==> config.mk <==
export PLATFORM = sky130hd
export DESIGN_NAME = calc_new_param_flat
export DESIGN_NICKNAME = d
export VERILOG_FILES = /design/src/rtl/calc_new_param_if.sv /design/src/rtl/calc_new_param.sv /design/src/flat_wrapper.sv
export SDC_FILE = /design/constraint.sdc
export NUM_CORES = 1
export LEC_CHECK = 0
export CORE_MARGIN = 2
export CORE_UTILIZATION = 30
export DETAILED_ROUTE_END_ITERATION = 8
export PLACE_DENSITY = 0.59
export SKIP_CTS_REPAIR_TIMING = 1
export SLEW_MARGIN = 20
export SYNTH_ARGS = -nofsm -noshare
export SYNTH_HDL_FRONTEND = slang
export SYNTH_SLANG_ARGS = --single-unit
==> constraint.sdc <==
create_clock -name clk -period 5.2 [get_ports clk]
set_input_delay 1.56 -clock clk [delete_from_list [all_inputs] [get_ports clk]]
set_output_delay 1.56 -clock clk [all_outputs]
set_load 0.05 [all_outputs]
==> src/rtl/calc_new_param_if.sv <==
// Handshake and data bundle between the data-fetch stage, calc_new_param
// and the stack-push/controller stage.
interface calc_new_param_if #(
  parameter int W  = 8,
  parameter int AW = 12
);
  // upstream side
  logic          in_valid;
  logic          in_ready;
  logic [4:0]    position;
  logic [AW-1:0] addr;
  logic [W-1:0]  i_in;
  logic [W-1:0]  z_in;
  logic [W-1:0]  k_in;
  logic [W-1:0]  l_in;
  logic [W-1:0]  d_i;
  logic [1:0]    read_i;
  logic [W-1:0]  occ_k;
  logic [W-1:0]  occ_l;
  logic [W-1:0]  c_val;
  // downstream side
  logic          out_valid;
  logic          out_ready;
  logic [4:0]    position_out;
  logic [AW-1:0] addr_out;
  logic [W-1:0]  i_out;
  logic [W-1:0]  z_out;
  logic [W-1:0]  k_out;
  logic [W-1:0]  l_out;
  logic          push;
  logic          prune;
  logic          hit;

  // the stage itself
  modport slave (
    input  in_valid, position, addr, i_in, z_in, k_in, l_in, d_i, read_i,
           occ_k, occ_l, c_val, out_ready,
    output in_ready, out_valid, position_out, addr_out, i_out, z_out,
           k_out, l_out, push, prune, hit
  );

  // whoever drives the stage and consumes its results
  modport master (
    output in_valid, position, addr, i_in, z_in, k_in, l_in, d_i, read_i,
           occ_k, occ_l, c_val, out_ready,
    input  in_ready, out_valid, position_out, addr_out, i_out, z_out,
           k_out, l_out, push, prune, hit
  );
endinterface

==> src/rtl/calc_new_param.sv <==
// Successor-state computation for the inexact-match search pipeline.
// Stage 1 registers the state and forms the widened interval sums,
// stage 2 registers the successor state and the push/prune/hit decision.
module calc_new_param #(
  parameter int W  = 8,
  parameter int AW = 12
) (
  input logic              clk,
  input logic              rst,
  calc_new_param_if.slave  bus
);

  // position codes: bases ordered A, C, G, T inside each group
  localparam logic [4:0] POS_NONE        = 5'd0;
  localparam logic [4:0] POS_A_INSERTION = 5'd1;
  localparam logic [4:0] POS_T_INSERTION = 5'd4;
  localparam logic [4:0] POS_A_DELETION  = 5'd5;
  localparam logic [4:0] POS_T_DELETION  = 5'd8;

  logic          s1_valid_reg;
  logic [4:0]    s1_pos_reg;
  logic [AW-1:0] s1_addr_reg;
  logic [W-1:0]  s1_i_reg;
  logic [W-1:0]  s1_z_reg;
  logic [W-1:0]  s1_k_reg;
  logic [W-1:0]  s1_l_reg;
  logic [W-1:0]  s1_d_reg;
  logic [1:0]    s1_read_reg;
  logic [W:0]    s1_k_sum_reg;
  logic [W:0]    s1_l_sum_reg;

  logic          out_valid_reg;
  logic [4:0]    pos_out_reg;
  logic [AW-1:0] addr_out_reg;
  logic [W-1:0]  i_out_reg;
  logic [W-1:0]  z_out_reg;
  logic [W-1:0]  k_out_reg;
  logic [W-1:0]  l_out_reg;
  logic          push_reg;
  logic          prune_reg;
  logic          hit_reg;

  logic [W-1:0]  i_next;
  logic [W-1:0]  z_next;
  logic [W-1:0]  k_next;
  logic [W-1:0]  l_next;
  logic          push_next;
  logic          prune_next;
  logic          hit_next;

  logic          s2_move;
  logic          in_ready;
  logic          is_ins;
  logic          is_del;
  logic [4:0]    del_off;
  logic          del_dec;
  logic          empty_iv;

  // stage 2 advances when empty or when its beat is being consumed
  assign s2_move  = !out_valid_reg || bus.out_ready;
  assign in_ready = !s1_valid_reg || s2_move;

  assign is_ins   = (s1_pos_reg >= POS_A_INSERTION) && (s1_pos_reg <= POS_T_INSERTION);
  assign is_del   = (s1_pos_reg >= POS_A_DELETION) && (s1_pos_reg <= POS_T_DELETION);
  assign del_off  = s1_pos_reg - POS_A_DELETION;
  // a deletion keeps z only when the read base equals the edit base
  assign del_dec  = (s1_read_reg != del_off[1:0]);
  // interval is empty if the bounds cross or either bound overflowed W bits
  assign empty_iv = s1_k_sum_reg[W] || s1_l_sum_reg[W] || (s1_k_sum_reg > s1_l_sum_reg);

  // stage 1: capture the state and form the widened interval sums
  always_ff @(posedge clk) begin
    if (rst) begin
      s1_valid_reg <= 1'b0;
    end else if (in_ready) begin
      s1_valid_reg <= bus.in_valid;
      if (bus.in_valid) begin
        s1_pos_reg   <= bus.position;
        s1_addr_reg  <= bus.addr;
        s1_i_reg     <= bus.i_in;
        s1_z_reg     <= bus.z_in;
        s1_k_reg     <= bus.k_in;
        s1_l_reg     <= bus.l_in;
        s1_d_reg     <= bus.d_i;
        s1_read_reg  <= bus.read_i;
        s1_k_sum_reg <= {1'b0, bus.c_val} + {1'b0, bus.occ_k} + {{W{1'b0}}, 1'b1};
        s1_l_sum_reg <= {1'b0, bus.c_val} + {1'b0, bus.occ_l};
      end
    end
  end

  // successor state and decision; z never wraps below zero
  always_comb begin
    i_next     = s1_i_reg;
    z_next     = s1_z_reg;
    k_next     = s1_k_reg;
    l_next     = s1_l_reg;
    push_next  = 1'b0;
    prune_next = 1'b0;
    hit_next   = 1'b0;
    if (s1_pos_reg == POS_NONE) begin
      if (s1_z_reg < s1_d_reg) prune_next = 1'b1;
      else                     push_next  = 1'b1;
    end else if (is_ins) begin
      k_next = s1_k_sum_reg[W-1:0];
      l_next = s1_l_sum_reg[W-1:0];
      if (s1_z_reg != '0) z_next = s1_z_reg - {{(W-1){1'b0}}, 1'b1};
      if ((s1_z_reg == '0) || empty_iv) prune_next = 1'b1;
      else                              push_next  = 1'b1;
    end else if (is_del) begin
      i_next = s1_i_reg - {{(W-1){1'b0}}, 1'b1};
      if (del_dec && (s1_z_reg != '0)) z_next = s1_z_reg - {{(W-1){1'b0}}, 1'b1};
      if (s1_i_reg == '0) begin
        hit_next = 1'b1;
      end else begin
        k_next = s1_k_sum_reg[W-1:0];
        l_next = s1_l_sum_reg[W-1:0];
        if ((del_dec && (s1_z_reg == '0)) || empty_iv) prune_next = 1'b1;
        else                                           push_next  = 1'b1;
      end
    end
  end

  // stage 2: register the result, hold it while downstream stalls
  always_ff @(posedge clk) begin
    if (rst) begin
      out_valid_reg <= 1'b0;
      pos_out_reg   <= '0;
      addr_out_reg  <= '0;
      i_out_reg     <= '0;
      z_out_reg     <= '0;
      k_out_reg     <= '0;
      l_out_reg     <= '0;
      push_reg      <= 1'b0;
      prune_reg     <= 1'b0;
      hit_reg       <= 1'b0;
    end else if (s2_move) begin
      out_valid_reg <= s1_valid_reg;
      pos_out_reg   <= s1_pos_reg;
      addr_out_reg  <= s1_addr_reg;
      i_out_reg     <= i_next;
      z_out_reg     <= z_next;
      k_out_reg     <= k_next;
      l_out_reg     <= l_next;
      push_reg      <= push_next && s1_valid_reg;
      prune_reg     <= prune_next && s1_valid_reg;
      hit_reg       <= hit_next && s1_valid_reg;
    end
  end

  assign bus.in_ready     = in_ready;
  assign bus.out_valid    = out_valid_reg;
  assign bus.position_out = pos_out_reg;
  assign bus.addr_out     = addr_out_reg;
  assign bus.i_out        = i_out_reg;
  assign bus.z_out        = z_out_reg;
  assign bus.k_out        = k_out_reg;
  assign bus.l_out        = l_out_reg;
  assign bus.push         = push_reg;
  assign bus.prune        = prune_reg;
  assign bus.hit          = hit_reg;

endmodule
==> src/flat_wrapper.sv <==
// flat-port wrapper written by rule: the top's interface ports become plain ports
module calc_new_param_flat 
#(
  parameter int W  = 8,
  parameter int AW = 12
)
  (clk, rst, bus_in_valid, bus_position, bus_addr, bus_i_in, bus_z_in, bus_k_in, bus_l_in, bus_d_i, bus_read_i, bus_occ_k, bus_occ_l, bus_c_val, bus_out_ready, bus_in_ready, bus_out_valid, bus_position_out, bus_addr_out, bus_i_out, bus_z_out, bus_k_out, bus_l_out, bus_push, bus_prune, bus_hit);
  calc_new_param_if #(.W(W), .AW(AW)) bus_i ();
  input logic clk;
  input logic rst;
  input wire logic [$bits(bus_i.in_valid)-1:0] bus_in_valid;
  input wire logic [$bits(bus_i.position)-1:0] bus_position;
  input wire logic [$bits(bus_i.addr)-1:0] bus_addr;
  input wire logic [$bits(bus_i.i_in)-1:0] bus_i_in;
  input wire logic [$bits(bus_i.z_in)-1:0] bus_z_in;
  input wire logic [$bits(bus_i.k_in)-1:0] bus_k_in;
  input wire logic [$bits(bus_i.l_in)-1:0] bus_l_in;
  input wire logic [$bits(bus_i.d_i)-1:0] bus_d_i;
  input wire logic [$bits(bus_i.read_i)-1:0] bus_read_i;
  input wire logic [$bits(bus_i.occ_k)-1:0] bus_occ_k;
  input wire logic [$bits(bus_i.occ_l)-1:0] bus_occ_l;
  input wire logic [$bits(bus_i.c_val)-1:0] bus_c_val;
  input wire logic [$bits(bus_i.out_ready)-1:0] bus_out_ready;
  output wire logic [$bits(bus_i.in_ready)-1:0] bus_in_ready;
  output wire logic [$bits(bus_i.out_valid)-1:0] bus_out_valid;
  output wire logic [$bits(bus_i.position_out)-1:0] bus_position_out;
  output wire logic [$bits(bus_i.addr_out)-1:0] bus_addr_out;
  output wire logic [$bits(bus_i.i_out)-1:0] bus_i_out;
  output wire logic [$bits(bus_i.z_out)-1:0] bus_z_out;
  output wire logic [$bits(bus_i.k_out)-1:0] bus_k_out;
  output wire logic [$bits(bus_i.l_out)-1:0] bus_l_out;
  output wire logic [$bits(bus_i.push)-1:0] bus_push;
  output wire logic [$bits(bus_i.prune)-1:0] bus_prune;
  output wire logic [$bits(bus_i.hit)-1:0] bus_hit;
  assign bus_i.in_valid = bus_in_valid;
  assign bus_i.position = bus_position;
  assign bus_i.addr = bus_addr;
  assign bus_i.i_in = bus_i_in;
  assign bus_i.z_in = bus_z_in;
  assign bus_i.k_in = bus_k_in;
  assign bus_i.l_in = bus_l_in;
  assign bus_i.d_i = bus_d_i;
  assign bus_i.read_i = bus_read_i;
  assign bus_i.occ_k = bus_occ_k;
  assign bus_i.occ_l = bus_occ_l;
  assign bus_i.c_val = bus_c_val;
  assign bus_i.out_ready = bus_out_ready;
  assign bus_in_ready = bus_i.in_ready;
  assign bus_out_valid = bus_i.out_valid;
  assign bus_position_out = bus_i.position_out;
  assign bus_addr_out = bus_i.addr_out;
  assign bus_i_out = bus_i.i_out;
  assign bus_z_out = bus_i.z_out;
  assign bus_k_out = bus_i.k_out;
  assign bus_l_out = bus_i.l_out;
  assign bus_push = bus_i.push;
  assign bus_prune = bus_i.prune;
  assign bus_hit = bus_i.hit;
  calc_new_param #(.W(W), .AW(AW)) u_core (.clk(clk), .rst(rst), .bus(bus_i));
endmodule
# ---- Yosys cells after proc, flatten, opt, wreduce, memory -nomap -nowiden
# Cells that the tools add are included.
dict set report op_classes {
  bitwise_logic 1
  eq_ne 1
  magnitude_cmp 6
  n_shift 0
  muxes 34
  div_mod_pow 0
  n_reduce_logical 20
  multipliers 0
  n_addsub 6
}
# operator n
set op_table {}
lappend op_table {{two-way mux 8 bit} 16}
lappend op_table {{adder 8 x 8 -> 9 bit} 2}
lappend op_table {{two-way mux 1 bit} 18}
lappend op_table {{zero test 8 bit} 2}
lappend op_table {{subtractor 8 x 1 -> 8 bit, second input constant} 2}
lappend op_table {{adder 9 x 1 -> 9 bit, second input constant} 1}
lappend op_table {{greater-than comparator 9 bit} 1}
lappend op_table {{< comparator 8 bit} 1}
lappend op_table {{nonzero test 8 bit} 1}
lappend op_table {{logical AND 1 bit} 7}
lappend op_table {{logical OR 1 bit} 6}
lappend op_table {{greater-or-equal comparator 5 x 1 -> 1 bit, second input constant} 1}
lappend op_table {{greater-or-equal comparator 5 x 3 -> 1 bit, second input constant} 1}
lappend op_table {{<= comparator 5 x 3 -> 1 bit, second input constant} 1}
lappend op_table {{<= comparator 5 x 4 -> 1 bit, second input constant} 1}
lappend op_table {{zero test 5 bit} 1}
lappend op_table {{AND reduction 3 bit} 1}
lappend op_table {{zero test 1 bit} 2}
lappend op_table {{inequality test 2 bit} 1}
lappend op_table {{subtractor 2 x 1 -> 2 bit, second input constant} 1}
lappend op_table {{inverter 1 bit} 1}
dict set report totals {
  latchBits 0
  mem_bits_ro 0
  inputBits 87
  register_bits 131
  wordCells 89
  ram_bits 0
  output_inout_bits 54
  mem_count 0
}

# ---- Longest topological paths before layout
# Gate-level depths: netlist of run 1.
dict set report depth {
  depth_word 10
  ltp_mapped 10
}

# ---- Worst setup path before layout of run 1
# No wires, ideal clock.
dict set report synth_path {
  path_kind {input to register}
  from {input port bus_out_ready}
  to {register u_core.s1_addr_reg[0], enable pin}
  cell_stages 5
  required_ns 4.756
  setup_ns 0.444
  slack_ns 0.465
  arrival_time_ns 4.291
  path_cell_list {nor2b_1 clkbuf_1 clkbuf_1 nand2_1 and3b_1}
}
dict set report synth_via {
  elab_chain_len 3
}
# item line
set synth_lines {}
lappend synth_lines {{start, declared} flat_wrapper.sv:23} ;# input wire logic [$bits(bus_i.out_ready)-1:0] bus_out_ready;
lappend synth_lines {{logical OR 1 bit} calc_new_param.sv:60} ;# assign s2_move = !out_valid_reg || bus.out_ready;
lappend synth_lines {{logical OR 1 bit} calc_new_param.sv:61} ;# assign in_ready = !s1_valid_reg || s2_move;
lappend synth_lines {{named net bus_in_ready} flat_wrapper.sv:24} ;# output wire logic [$bits(bus_i.in_ready)-1:0] bus_in_ready;
lappend synth_lines {{AND reduction 3 bit (no line)} -}
lappend synth_lines {{end signal, assigned} calc_new_param.sv:79} ;# s1_addr_reg <= bus.addr;
lappend synth_lines {{end, declared} calc_new_param.sv:22} ;# logic [AW-1:0] s1_addr_reg;
# The timed path passes the listed nets, and every way through them passes these cells.
# A chain may end at the register's enable or synchronous reset.

# ---- Worst setup path in the final report of run 1
dict set report layout_path {
  from {input port bus_out_ready}
  to {output port bus_in_ready}
}
dict set report layout_via {
  elab_chain_len 2
}
# item line
set layout_lines {}
lappend layout_lines {{logical OR 1 bit} calc_new_param.sv:60}
lappend layout_lines {{logical OR 1 bit} calc_new_param.sv:61}
lappend layout_lines {{end, declared} flat_wrapper.sv:24}
# Every way passes these cells.

==> results.py, run 1 <==
metrics = {
    "status": {
        "status": "finished, final reports clean",
    },
    "sta": {
        "slew_headroom_pct": 33.2,
        "setup_ws_ns": 0.622,
        "fin_tns_setup_ns": 0,
        "clock.fmax_ghz": 0.218,
        "rsz0062_at_grt": "no",
        "worstMarginPinSlew_ns": 0.977,
        "finalClockSkew_ns": 0.00868,
        "final.min_clock_period_ns": 4.58,
        "hold_violations": 0,
        "setup_viol": 0,
        "slew_viol_final": 0,
        "period_share_pct": 88.0,
    },
    "clock_tree": {
        "ctsHtreeMaxLevel": 4,
        "clkSinkCount": 131,
        "cts_tree": "built",
        "insertion_delay_ns": 0.41,
        "clockBufferDepth": 2,
        "cts_root_buf": "clkbuf_16",
        "numCtsBuffers": 17,
        "clkSlewWorstSetupHoldPaths_ns": 0.05,
    },
    "floorplanning": {
        "coreArea_um2": 19400,
        "die_h_um": 144,
        "die-width_um": 144,
        "die_area_um2": 20800,
        "top_level_ports": 141,
        "initial_core_util_pct": 30.4,
        "row_count": 51,
    },
    "min_path": {
        "min_path_type": "reg -> reg",
        "hold_start": "u_core.bus.addr_out[6]$_SDFFE_PP0P_",
        "worstHoldPathCells": 2,
        "min_to": "u_core.bus.addr_out[6]$_SDFFE_PP0P_",
    },
    "synthesis": {
        "yosysMostFrequentCell": "edfxtp_1",
        "synth.avg_cell_area_um2": 11.1,
        "ys_seq_elements": 131,
        "synth.distinct_cells": 59,
        "syn_inst": 532,
        "synthArstFlopShare_pct": 0,
        "synth_warnings": 0,
        "syn-cell-area_um2": 5890,
        "yosysSeqAreaShare_pct": 57.6,
        "synth_top_area_share_pct": 39.2,
        "synthTopCellsByArea": "edfxtp_1, dfxtp_1, ha_1",
        "yosysTopAreaCell": "edfxtp_1",
        "ys.flop_type": "edfxtp_1",
        "synth_edf_count": 77,
        "yosys-top-cells-count": "edfxtp_1, dfxtp_1, nand2_1, nor2_1, nor3_1",
        "syn_nets": 659,
    },
    "route": {
        "dr_total_vias": 4464,
        "dr.pass1.iters": 4,
        "ant_nets": 0,
        "viasPerCell": 4.69,
        "drtIter0Drc": 262,
        "wl_per_cell_um": 15.1,
        "routed_wirelength_um": 14300,
        "drt_drc_violations_left": 0,
    },
    "final_layout": {
        "area_growth_pct": 38.0,
        "diodes": 0,
        "final_area_um2": 8140,
        "nNetsFinal": 800,
        "drive_gt1_share_pct": 5.98,
        "fin_util_pct": 41.9,
    },
    "grt": {
        "grt_pass1_vias": 4457,
        "grt_max_degree": 63,
        "antenna_found_initial": 0,
        "grt_util_all_layers_pct": 14.0,
        "grt_pass1_wl_um": 22200,
        "overflow": 0,
    },
    "pwr": {
        "switching_power_w": 0.000685,
        "peakVddDrop_mv": 0.132,
        "comb_power_share_pct": 14.9,
        "internal_power_w": 0.00211,
        "p_leak_nw": 3.10,
        "clockPowerShare_pct": 42.0,
        "power_density_nw_per_um2": 344,
        "seqPwrFrac_pct": 43.1,
        "sw_frac_of_total_pct": 24.5,
    },
    "critical_path": {
        "worstReg2RegStart": "u_core.s1_pos_reg[0]$_DFFE_PP_",
        "ff2ff_setup_slack_ns": 2.47,
        "worstSetupPathType": "in -> out",
        "cp-end-kind": "output port",
        "rr_worst_depth": 7,
        "worst_setup_path_start_kind": "primary input",
        "critPathRequiredTime_ns": 3.64,
        "worstPathMaxFanout": 2,
        "r2r_end": "u_core.bus.k_out[6]$_SDFFE_PP0P_",
        "arrival_ns": 3.02,
    },
    "placement": {
        "place_ws_ns": 0.628,
        "numPortBuffers": 140,
        "hpwl_um": 10300,
        "placed_area_um2": 7560,
        "gp_congestion": 0.836,
    },
    "flow_run": {
        "cap_violations": 0,
    },
}
-- logic make-up after synthesis --
kind of cell               synth area share, %
muxes                                    0.170
buffers and inverters                     3.91
adders and majority gates                 8.75
and+or+nand+nor                           16.1
AOI/OAI and AO/OA                         10.2
xor gates and xnor gates                  3.27
DFF                                       57.6
-- layout make-up --
cell class	instances	area (um2)
well taps	265	332
multi-input cells	346	2280
clock buffers	26	469
fillers	1867	11300
inverters	32	120
clock inverters	6	104
repair buffers	145	1430
flip-flops and latches	131	3390
-- layer usage --
| metal | GRT usage, % | part of all wire, % | up-vias |
|---|---|---|---|
| met4 | 5.88 | 1.8 | 0 |
| met3 | 3.77 | 6.4 | 20 |
| met1 | 16.5 | 44 | 2082 |
| met2 | 24.0 | 48 | 145 |
| met5 | 0 | 0 | - |
| li1 | - | - | 2217 |
-- power by group through the flow --
stage	logic (W)	clock network, W	registers, W
after floorplan	0.000160	0	0.00131
after global placement	0.000414	0	0.00122
after detailed placement	0.000419	0	0.00123
after CTS	0.000421	0.00120	0.00121
after global routing	0.000451	0.00125	0.00121
final	0.000417	0.00118	0.00121
-- critical path, cell delays in order --
cell             delay [ns]
clkdlybuf4s50_1        0.52
nor2b_4                0.05
nand2_1                0.09
clkdlybuf4s50_1        0.80
-- stage by stage --
step           total power (W)  hold slack (ns)  instances
2_1_floorplan          0.00147            0.489        532
3_3_place_gp           0.00164            0.437        919
3_5_place_dp           0.00165            0.444        919
4_1_cts                0.00283            0.451        951
5_1_grt                0.00292            0.467        951
6_report               0.00280            0.448        951
-- layout by cell type, fill, tap and decap left out, drive strengths merged, types with 2 or more instances in the layout --
cell           count
nor2b              4
nand2             50
clkinv             3
o41ai              2
buf                6
o21ai             11
nand4              2
a31oi              3
and3               3
nor4              20
ha                38
inv               32
xnor2             13
nor2              47
o211ai             2
clkdlybuf4s50    139
a21oi             37
a2111oi            2
a21o               6
clkbuf            26
nand3b             3
o22ai              3
nor3              40
nand2b             5
fa                 2
bufinv             3
xor2               9
edfxtp            77
nand4b             2
nand3              5
or3                2
and2               2
dfxtp             54
a211oi            12
-- how the worst max path moves through the flow --
stage / startpoint / endpoint / slack [ns] / cells past startpoint
after floorplan: bus_out_ready / u_core.s1_addr_reg[0]$_DFFE_PP_ / 0.46 / 5
after global placement: bus_out_ready / bus_in_ready / 0.63 / 4
after detailed placement: bus_out_ready / bus_in_ready / 0.63 / 4
after CTS: bus_out_ready / bus_in_ready / 0.62 / 4
after global routing: bus_out_ready / bus_in_ready / 0.59 / 4
final: bus_out_ready / bus_in_ready / 0.62 / 4
Power figures use the tool's default switching activity.
==> run 2, diff against run 1 <==
--- a/config.mk
+++ b/config.mk
@@ -8,6 +8,7 @@
 export CORE_MARGIN = 2
 export CORE_UTILIZATION = 30
 export DETAILED_ROUTE_END_ITERATION = 8
+export HOLD_SLACK_MARGIN = 0.05
 export PLACE_DENSITY = 0.59
 export SKIP_CTS_REPAIR_TIMING = 1
 export SLEW_MARGIN = 20
==> results of run 2 <==
The final DEF is identical to that of run 1; final timing and power are the same.
